`config.mk`:
```
export PLATFORM = sky130hd
export DESIGN_NAME = regfile_mp_flat
export DESIGN_NICKNAME = d
export VERILOG_FILES = /design/src/rtl/regfile_mp_if.sv /design/src/rtl/regfile_mp.sv /design/src/flat_wrapper.sv
export SDC_FILE = /design/constraint.sdc
export NUM_CORES = 2
export LEC_CHECK = 0
export ABC_AREA = 0
export CORE_MARGIN = 3
export CORE_UTILIZATION = 48
export DETAILED_ROUTE_END_ITERATION = 16
export RECOVER_POWER = 25
export SYNTH_ARGS = -nofsm -noshare
export SYNTH_HDL_FRONTEND = slang
export SYNTH_SLANG_ARGS = --single-unit
export TNS_END_PERCENT = 1
```
`constraint.sdc`:
```
create_clock -name clk_i -period 9.8 [get_ports clk_i]
set_input_delay 1.47 -clock clk_i [delete_from_list [all_inputs] [get_ports clk_i]]
set_output_delay 1.47 -clock clk_i [all_outputs]
set_load 0.01 [all_outputs]
```
`src/rtl/regfile_mp_if.sv`:
```
// Bus bundle for regfile_mp. It carries the read ports, the write ports, the scoreboard set
// and the init/ready handshake. The register file sits on the slave side.
interface regfile_mp_if #(
  parameter int XLEN  = 32,
  parameter int DEPTH = 32,
  parameter int NR    = 3,
  parameter int NW    = 2
);
  localparam int AW = $clog2(DEPTH);

  logic                 init_i;
  logic                 ready_o;
  logic [NR*AW-1:0]     rs_addr_i;
  logic [NR*XLEN-1:0]   rs_data_o;
  logic [NR-1:0]        pend_o;
  logic [NW*AW-1:0]     rd_addr_i;
  logic [NW*XLEN-1:0]   rd_data_i;
  logic [NW-1:0]        rd_wren_i;
  logic                 sb_set_i;
  logic [AW-1:0]        sb_addr_i;

  modport master (
    output init_i, rs_addr_i, rd_addr_i, rd_data_i, rd_wren_i, sb_set_i, sb_addr_i,
    input  ready_o, rs_data_o, pend_o
  );

  modport slave (
    input  init_i, rs_addr_i, rd_addr_i, rd_data_i, rd_wren_i, sb_set_i, sb_addr_i,
    output ready_o, rs_data_o, pend_o
  );
endinterface

```
`src/rtl/regfile_mp.sv`:
```
// Multi-port register file with a pending-write scoreboard, an optional hardwired-zero entry 0,
// optional same-cycle write bypass, and a zeroing sweep after reset or on request.
module regfile_mp #(
  parameter int XLEN     = 32,
  parameter int DEPTH    = 32,
  parameter int NR       = 3,
  parameter int NW       = 2,
  parameter int ZERO_REG = 1,
  parameter int BYPASS   = 1
) (
  input  logic        clk_i,
  input  logic        rst_ni,
  regfile_mp_if.slave bus
);
  localparam int          AW        = $clog2(DEPTH);
  localparam logic [AW:0] CNT_ZERO  = {(AW+1){1'b0}};
  localparam logic [AW:0] CNT_ONE   = {{AW{1'b0}}, 1'b1};
  localparam logic [AW:0] LAST_IDX  = (AW+1)'(DEPTH-1);
  localparam logic [AW-1:0] ADDR_ZERO = {AW{1'b0}};
  localparam logic        ZR_EN     = (ZERO_REG != 0);
  localparam logic        BP_EN     = (BYPASS != 0);

  typedef enum logic [0:0] {
    ST_INIT  = 1'b0,
    ST_READY = 1'b1
  } state_t;

  state_t              state_r;
  logic [AW:0]         cnt_r;
  logic                ready_r;
  logic [DEPTH-1:0]    pend_r;
  logic [DEPTH-1:0]    pend_nxt_s;
  logic [XLEN-1:0]     mem_r [DEPTH];

  logic                accept_s;
  logic [NW-1:0]       wr_ok_s;
  logic                sb_ok_s;
  logic [NR*XLEN-1:0]  rs_data_s;
  logic [NR-1:0]       pend_s;
  logic [AW-1:0]       rd_a_s;
  logic [XLEN-1:0]     rd_d_s;
  logic                hit_s;
  logic                match_s;

  // Qualify writes and scoreboard sets. Only traffic in READY, with no init request, is accepted.
  always_comb begin
    accept_s = (state_r == ST_READY) && !bus.init_i;
    wr_ok_s  = {NW{1'b0}};
    for (int j = 0; j < NW; j++) begin
      wr_ok_s[j] = accept_s && bus.rd_wren_i[j] &&
                   !(ZR_EN && (bus.rd_addr_i[j*AW +: AW] == ADDR_ZERO));
    end
    sb_ok_s = accept_s && bus.sb_set_i && !(ZR_EN && (bus.sb_addr_i == ADDR_ZERO));
  end

  // Next pending vector. Writes clear their bit first, so a same-cycle set overrides the clear.
  always_comb begin
    pend_nxt_s = pend_r;
    for (int j = 0; j < NW; j++) begin
      pend_nxt_s[bus.rd_addr_i[j*AW +: AW]] =
        wr_ok_s[j] ? 1'b0 : pend_nxt_s[bus.rd_addr_i[j*AW +: AW]];
    end
    pend_nxt_s[bus.sb_addr_i] = sb_ok_s ? 1'b1 : pend_nxt_s[bus.sb_addr_i];
  end

  // Sweep sequencer with the registered ready flag and the scoreboard bits.
  always_ff @(posedge clk_i or negedge rst_ni) begin
    if (!rst_ni) begin
      state_r <= ST_INIT;
      cnt_r   <= CNT_ZERO;
      ready_r <= 1'b0;
      pend_r  <= {DEPTH{1'b0}};
    end else begin
      case (state_r)
        ST_INIT: begin
          if (bus.init_i) begin
            cnt_r <= CNT_ZERO;
          end else begin
            cnt_r <= cnt_r + CNT_ONE;
            if (cnt_r == LAST_IDX) begin
              state_r <= ST_READY;
              ready_r <= 1'b1;
            end
          end
        end
        ST_READY: begin
          if (bus.init_i) begin
            state_r <= ST_INIT;
            cnt_r   <= CNT_ZERO;
            ready_r <= 1'b0;
            pend_r  <= {DEPTH{1'b0}};
          end else begin
            pend_r  <= pend_nxt_s;
          end
        end
        default: begin
          state_r <= ST_INIT;
          cnt_r   <= CNT_ZERO;
          ready_r <= 1'b0;
          pend_r  <= {DEPTH{1'b0}};
        end
      endcase
    end
  end

  // Storage is not reset. The sweep zeroes one entry per edge. Later ports are assigned last and so win conflicts.
  always_ff @(posedge clk_i) begin
    if (state_r == ST_INIT) begin
      mem_r[cnt_r[AW-1:0]] <= {XLEN{1'b0}};
    end else begin
      for (int j = 0; j < NW; j++) begin
        if (wr_ok_s[j]) begin
          mem_r[bus.rd_addr_i[j*AW +: AW]] <= bus.rd_data_i[j*XLEN +: XLEN];
        end
      end
    end
  end

  // Combinational read ports with optional bypass from accepted same-cycle writes.
  always_comb begin
    rs_data_s = {(NR*XLEN){1'b0}};
    pend_s    = {NR{1'b0}};
    rd_a_s    = ADDR_ZERO;
    rd_d_s    = {XLEN{1'b0}};
    hit_s     = 1'b0;
    match_s   = 1'b0;
    for (int k = 0; k < NR; k++) begin
      rd_a_s = bus.rs_addr_i[k*AW +: AW];
      rd_d_s = mem_r[rd_a_s];
      hit_s  = 1'b0;
      for (int j = 0; j < NW; j++) begin
        match_s = BP_EN && wr_ok_s[j] && (bus.rd_addr_i[j*AW +: AW] == rd_a_s);
        rd_d_s  = match_s ? bus.rd_data_i[j*XLEN +: XLEN] : rd_d_s;
        hit_s   = hit_s | match_s;
      end
      if ((state_r != ST_READY) || (ZR_EN && (rd_a_s == ADDR_ZERO))) begin
        rs_data_s[k*XLEN +: XLEN] = {XLEN{1'b0}};
        pend_s[k]                 = 1'b0;
      end else begin
        rs_data_s[k*XLEN +: XLEN] = rd_d_s;
        pend_s[k]                 = pend_r[rd_a_s] & ~hit_s;
      end
    end
  end

  assign bus.ready_o   = ready_r;
  assign bus.rs_data_o = rs_data_s;
  assign bus.pend_o    = pend_s;
endmodule

```
`src/flat_wrapper.sv`:
```
// flat-port wrapper written by rule: the top's interface ports become plain ports
module regfile_mp_flat 
#(
  parameter int XLEN     = 32,
  parameter int DEPTH    = 32,
  parameter int NR       = 3,
  parameter int NW       = 2,
  parameter int ZERO_REG = 1,
  parameter int BYPASS   = 1
)
  (clk_i, rst_ni, bus_init_i, bus_rs_addr_i, bus_rd_addr_i, bus_rd_data_i, bus_rd_wren_i, bus_sb_set_i, bus_sb_addr_i, bus_ready_o, bus_rs_data_o, bus_pend_o);
  regfile_mp_if #(.XLEN(XLEN), .DEPTH(DEPTH), .NR(NR), .NW(NW)) bus_i ();
  input  logic clk_i;
  input  logic rst_ni;
  input wire logic [$bits(bus_i.init_i)-1:0] bus_init_i;
  input wire logic [$bits(bus_i.rs_addr_i)-1:0] bus_rs_addr_i;
  input wire logic [$bits(bus_i.rd_addr_i)-1:0] bus_rd_addr_i;
  input wire logic [$bits(bus_i.rd_data_i)-1:0] bus_rd_data_i;
  input wire logic [$bits(bus_i.rd_wren_i)-1:0] bus_rd_wren_i;
  input wire logic [$bits(bus_i.sb_set_i)-1:0] bus_sb_set_i;
  input wire logic [$bits(bus_i.sb_addr_i)-1:0] bus_sb_addr_i;
  output wire logic [$bits(bus_i.ready_o)-1:0] bus_ready_o;
  output wire logic [$bits(bus_i.rs_data_o)-1:0] bus_rs_data_o;
  output wire logic [$bits(bus_i.pend_o)-1:0] bus_pend_o;
  assign bus_i.init_i = bus_init_i;
  assign bus_i.rs_addr_i = bus_rs_addr_i;
  assign bus_i.rd_addr_i = bus_rd_addr_i;
  assign bus_i.rd_data_i = bus_rd_data_i;
  assign bus_i.rd_wren_i = bus_rd_wren_i;
  assign bus_i.sb_set_i = bus_sb_set_i;
  assign bus_i.sb_addr_i = bus_sb_addr_i;
  assign bus_ready_o = bus_i.ready_o;
  assign bus_rs_data_o = bus_i.rs_data_o;
  assign bus_pend_o = bus_i.pend_o;
  regfile_mp #(.XLEN(XLEN), .DEPTH(DEPTH), .NR(NR), .NW(NW), .ZERO_REG(ZERO_REG), .BYPASS(BYPASS)) u_core (.clk_i(clk_i), .rst_ni(rst_ni), .bus(bus_i));
endmodule
```
==> impl_metrics.toml <==
[routing]
via_count = 68500
wire_per_inst_um = 35.91
first_iter_violations = 11630
drc = 0
first_pass_iters = 8
viasPerCell = 7.303
routed_wl_mm = 336.8
ant_nets = 0

[clock_network]
cts_setup_buffers = 0
cts_buffers = 120
clock_sinks = 1064
root_buffer = "clkbuf_16"
htreeDepth = 3
hold_buffers = 0
cts_resized = 0
tritoncts = "built"
worstSkewPairLatency_ns = 0.78
cts.clk_slew.worst_paths_ns = 0.06
cts_buffer_depth = 3

[setup_path]
cp_max_fo = 39
start_kind = "input pin"
crit_type = "input pin to register"
path_cells = "dlygate4sd3_1, nor3_1, a21oi_1, nand2_1, clkbuf_1, nor2_1, clkbuf_1, o21ai_0"
timing.reg2reg.worst_path_depth = 10
crit_path_frequent_cell = "clkbuf_1"
required_ns = 10.18
critPathSlowestCell = "clkbuf_1"
arrival_ns = 9.04
slowest_delay_ns = 2.27
end_kind = "register"

[global_routing]
antenna_found_initial = 11
grt_pass1_wl_mm = 471.6
gr-total-overflow = 0
grt_pass1_vias = 64350
grt_max_degree = 100
grt_use_total_pct = 40.38

[timing]
setup_viol_count_final = 0
rsz0062_at_grt = "false"
worst_pin_slew_ns = 5.002
fin_crit_sh_pct = 88.34
finClkSkew_ns = 0.03311
hold_slack_ns = 0.5364
max_freq_ghz = 0.1155
report.final.slew_viol_count = 1520
hold_violations = 0
layout_min_cycle_time_ns = 8.657
slew_headroom_pct = -233.5
fin_setup_tns_ns = 0

[layout]
instances_no_fill = 9380
fillers = 13490
drive_above_1_share_pct = 14.09
nNetsFinal = 7337
multiInputGateArea_um2 = 40330
area_delta_synth_final_pct = 9.431
regArea_um2 = 31750

[min_path]
hold_depth = 2
hold_path.class = "register to register"

[power]
p_leak_nw = 28.74
pwr-share-comb_pct = 13.8
p_total_w = 0.01113
switching_share_pct = 27.89
ir_drop_mv = 0.1528
p_switching_w = 0.003103
p_clk_share_pct = 41.1
internal_power_w = 0.008022
p_seq_share_pct = 45.1
power_density_nw_per_um2 = 135.4

[floorplanning]
die_h_um = 401.5
die_w_um = 401.5
start_util_pct = 48.52
io_pins = 200
coreArea_um2 = 154800
die-area_um2 = 161200
rows = 144

[logic_synthesis]
async_reset_ff_share_pct = 3.759
netlist_area_um2 = 75090
avgSynthCellArea_um2 = 9.848
ys_seq_elements = 1064
synth_cell_type_count = 78
syn_inst = 7625
ys_seq_area_share_pct = 42.28
synth_edf_count = 1024
synth.net_count = 7726
yosys_warnings = 0
synth_flop_cell = "edfxtp_1"

[place]
io_buffer_count = 199
dpl.hpwl_mm = 189.3
post-place-cells = 9158
gp_congestion = 0.9639

[run_status]
status = "finished with violations"
violations = "max-capacitance violations, max-slew violations"

[job]
max_cap_violations = 44
## layout make-up
cell class                 instances  area share [%]
sequential                      1064           38.64
timing repair buffer             395           4.334
antenna                            2        0.006091
clock buffer                     151           3.822
tap                             2044           3.112
multi-input combinational       5613           49.08
clock inverter                    69          0.8131
inverter                          42          0.1919
## worst max-delay path: cells and delay by family
family / cells / cell delay [ns]
buf+inv: 3 / 3.85
simple gates: 3 / 2.48
compound gates: 2 / 1.17
## per-layer routing
metal / track usage, % / share of wire, % / up-vias
met2: 59.91 / 43 / 5724
met3: 11.19 / 14 / 1364
met5: 0 / 0.034 / -
li1: - / - / 28270
met4: 24.97 / 7.4 / 16
met1: 52.50 / 36 / 33130
## Yosys cell counts (all sizes together) (22+ instances only)
library cell	instances	area share (%)
mux2	194	2.9
inv	40	0.20
edfxtp	1024	41
o211ai	71	0.72
o221ai	213	2.5
xor2	22	0.26
a21oi	625	4.2
nand3	36	0.24
clkbuf	768	3.8
o22ai	243	2.0
a211oi	39	0.39
nor2	277	1.4
mux2i	599	8.0
nor3	128	0.85
a32o	26	0.35
mux4	414	12
o21ai	1237	8.2
nand2	1284	6.4
dfrtp	40	1.3
buf	138	0.73
## layout by cell type (no fill, tap or decap), types with 121 or more instances in the layout
master           count
nor2_1             262
nor3_1             128
mux2i_1            599
nand2_1           1284
o221ai_1           213
edfxtp_1          1024
o22ai_1            216
buf_4              162
o21ai_0           1236
a21oi_1            622
clkdlybuf4s50_1    175
clkbuf_16          121
mux4_2             414
mux2_2             194
## cell families (layout without fill, tap and decap cells)
| kind of cell | Yosys count | after routing | synth area share, % |
|---|---|---|---|
| adder cells (fa/ha/maj) | 1 | 1 | 0.01666 |
| buffers and inverters | 948 | 657 | 4.782 |
| multiplexers | 1207 | 1207 | 23.31 |
| AND/OR/NAND/NOR | 1825 | 1825 | 9.816 |
| XOR/XNOR | 37 | 37 | 0.4316 |
| other | 0 | 2 | 0 |
| flip-flops | 1064 | 1064 | 42.28 |
| AO/OA/AOI/OAI | 2543 | 2543 | 19.36 |
## worst paths after layout
path | start | end | slack, ns
hold reg to reg | u_core.bus.ready_o$_DFFE_PN0P_ | u_core.bus.ready_o$_DFFE_PN0P_ | 0.54
min in group asynchronous | rst_ni | u_core.cnt_r[3]$_DFFE_PN0P_ | 1.48
setup reg to reg | u_core.state_r$_DFF_PN0_ | u_core.mem_r[20][22]$_DFFE_PP_ | 1.73
hold / removal | u_core.bus.ready_o$_DFFE_PN0P_ | u_core.bus.ready_o$_DFFE_PN0P_ | 0.54
setup / recovery | bus_rd_addr_i[8] | u_core.mem_r[20][22]$_DFFE_PP_ | 1.14
max in group asynchronous | rst_ni | u_core.pend_r[13]$_DFFE_PN0P_ | 6.83
## metrics by stage
stage / instance area (um2) / setup WS [ns] / util (%)
2_1_floorplan: 75090 / 4.186 / -
3_3_place_gp: 78650 / 2.187 / 50.82
3_5_place_dp: 78650 / 2.074 / 50.82
4_1_cts: 82460 / 2.380 / 53.28
5_1_grt: 82170 / 1.064 / 53.09
6_report: 82170 / 1.143 / 53.09
## power groups by stage
stage	logic [W]	registers (W)	clock network (W)
floorplan	0.000930	0.00510	0
global placement	0.00147	0.00511	0
detailed placement	0.00147	0.00511	0
CTS	0.00148	0.00502	0.00456
global route	0.00157	0.00502	0.00473
finish	0.00153	0.00502	0.00457
## state kept, by name (all words and copies together) (netlist names)
register	cells
u_core.cnt_r	6
u_core.state_r	1
u_core.mem_r	1024
u_core.bus.ready_o	1
u_core.pend_r	32
Note: power is estimated with default switching activity, not from simulation.
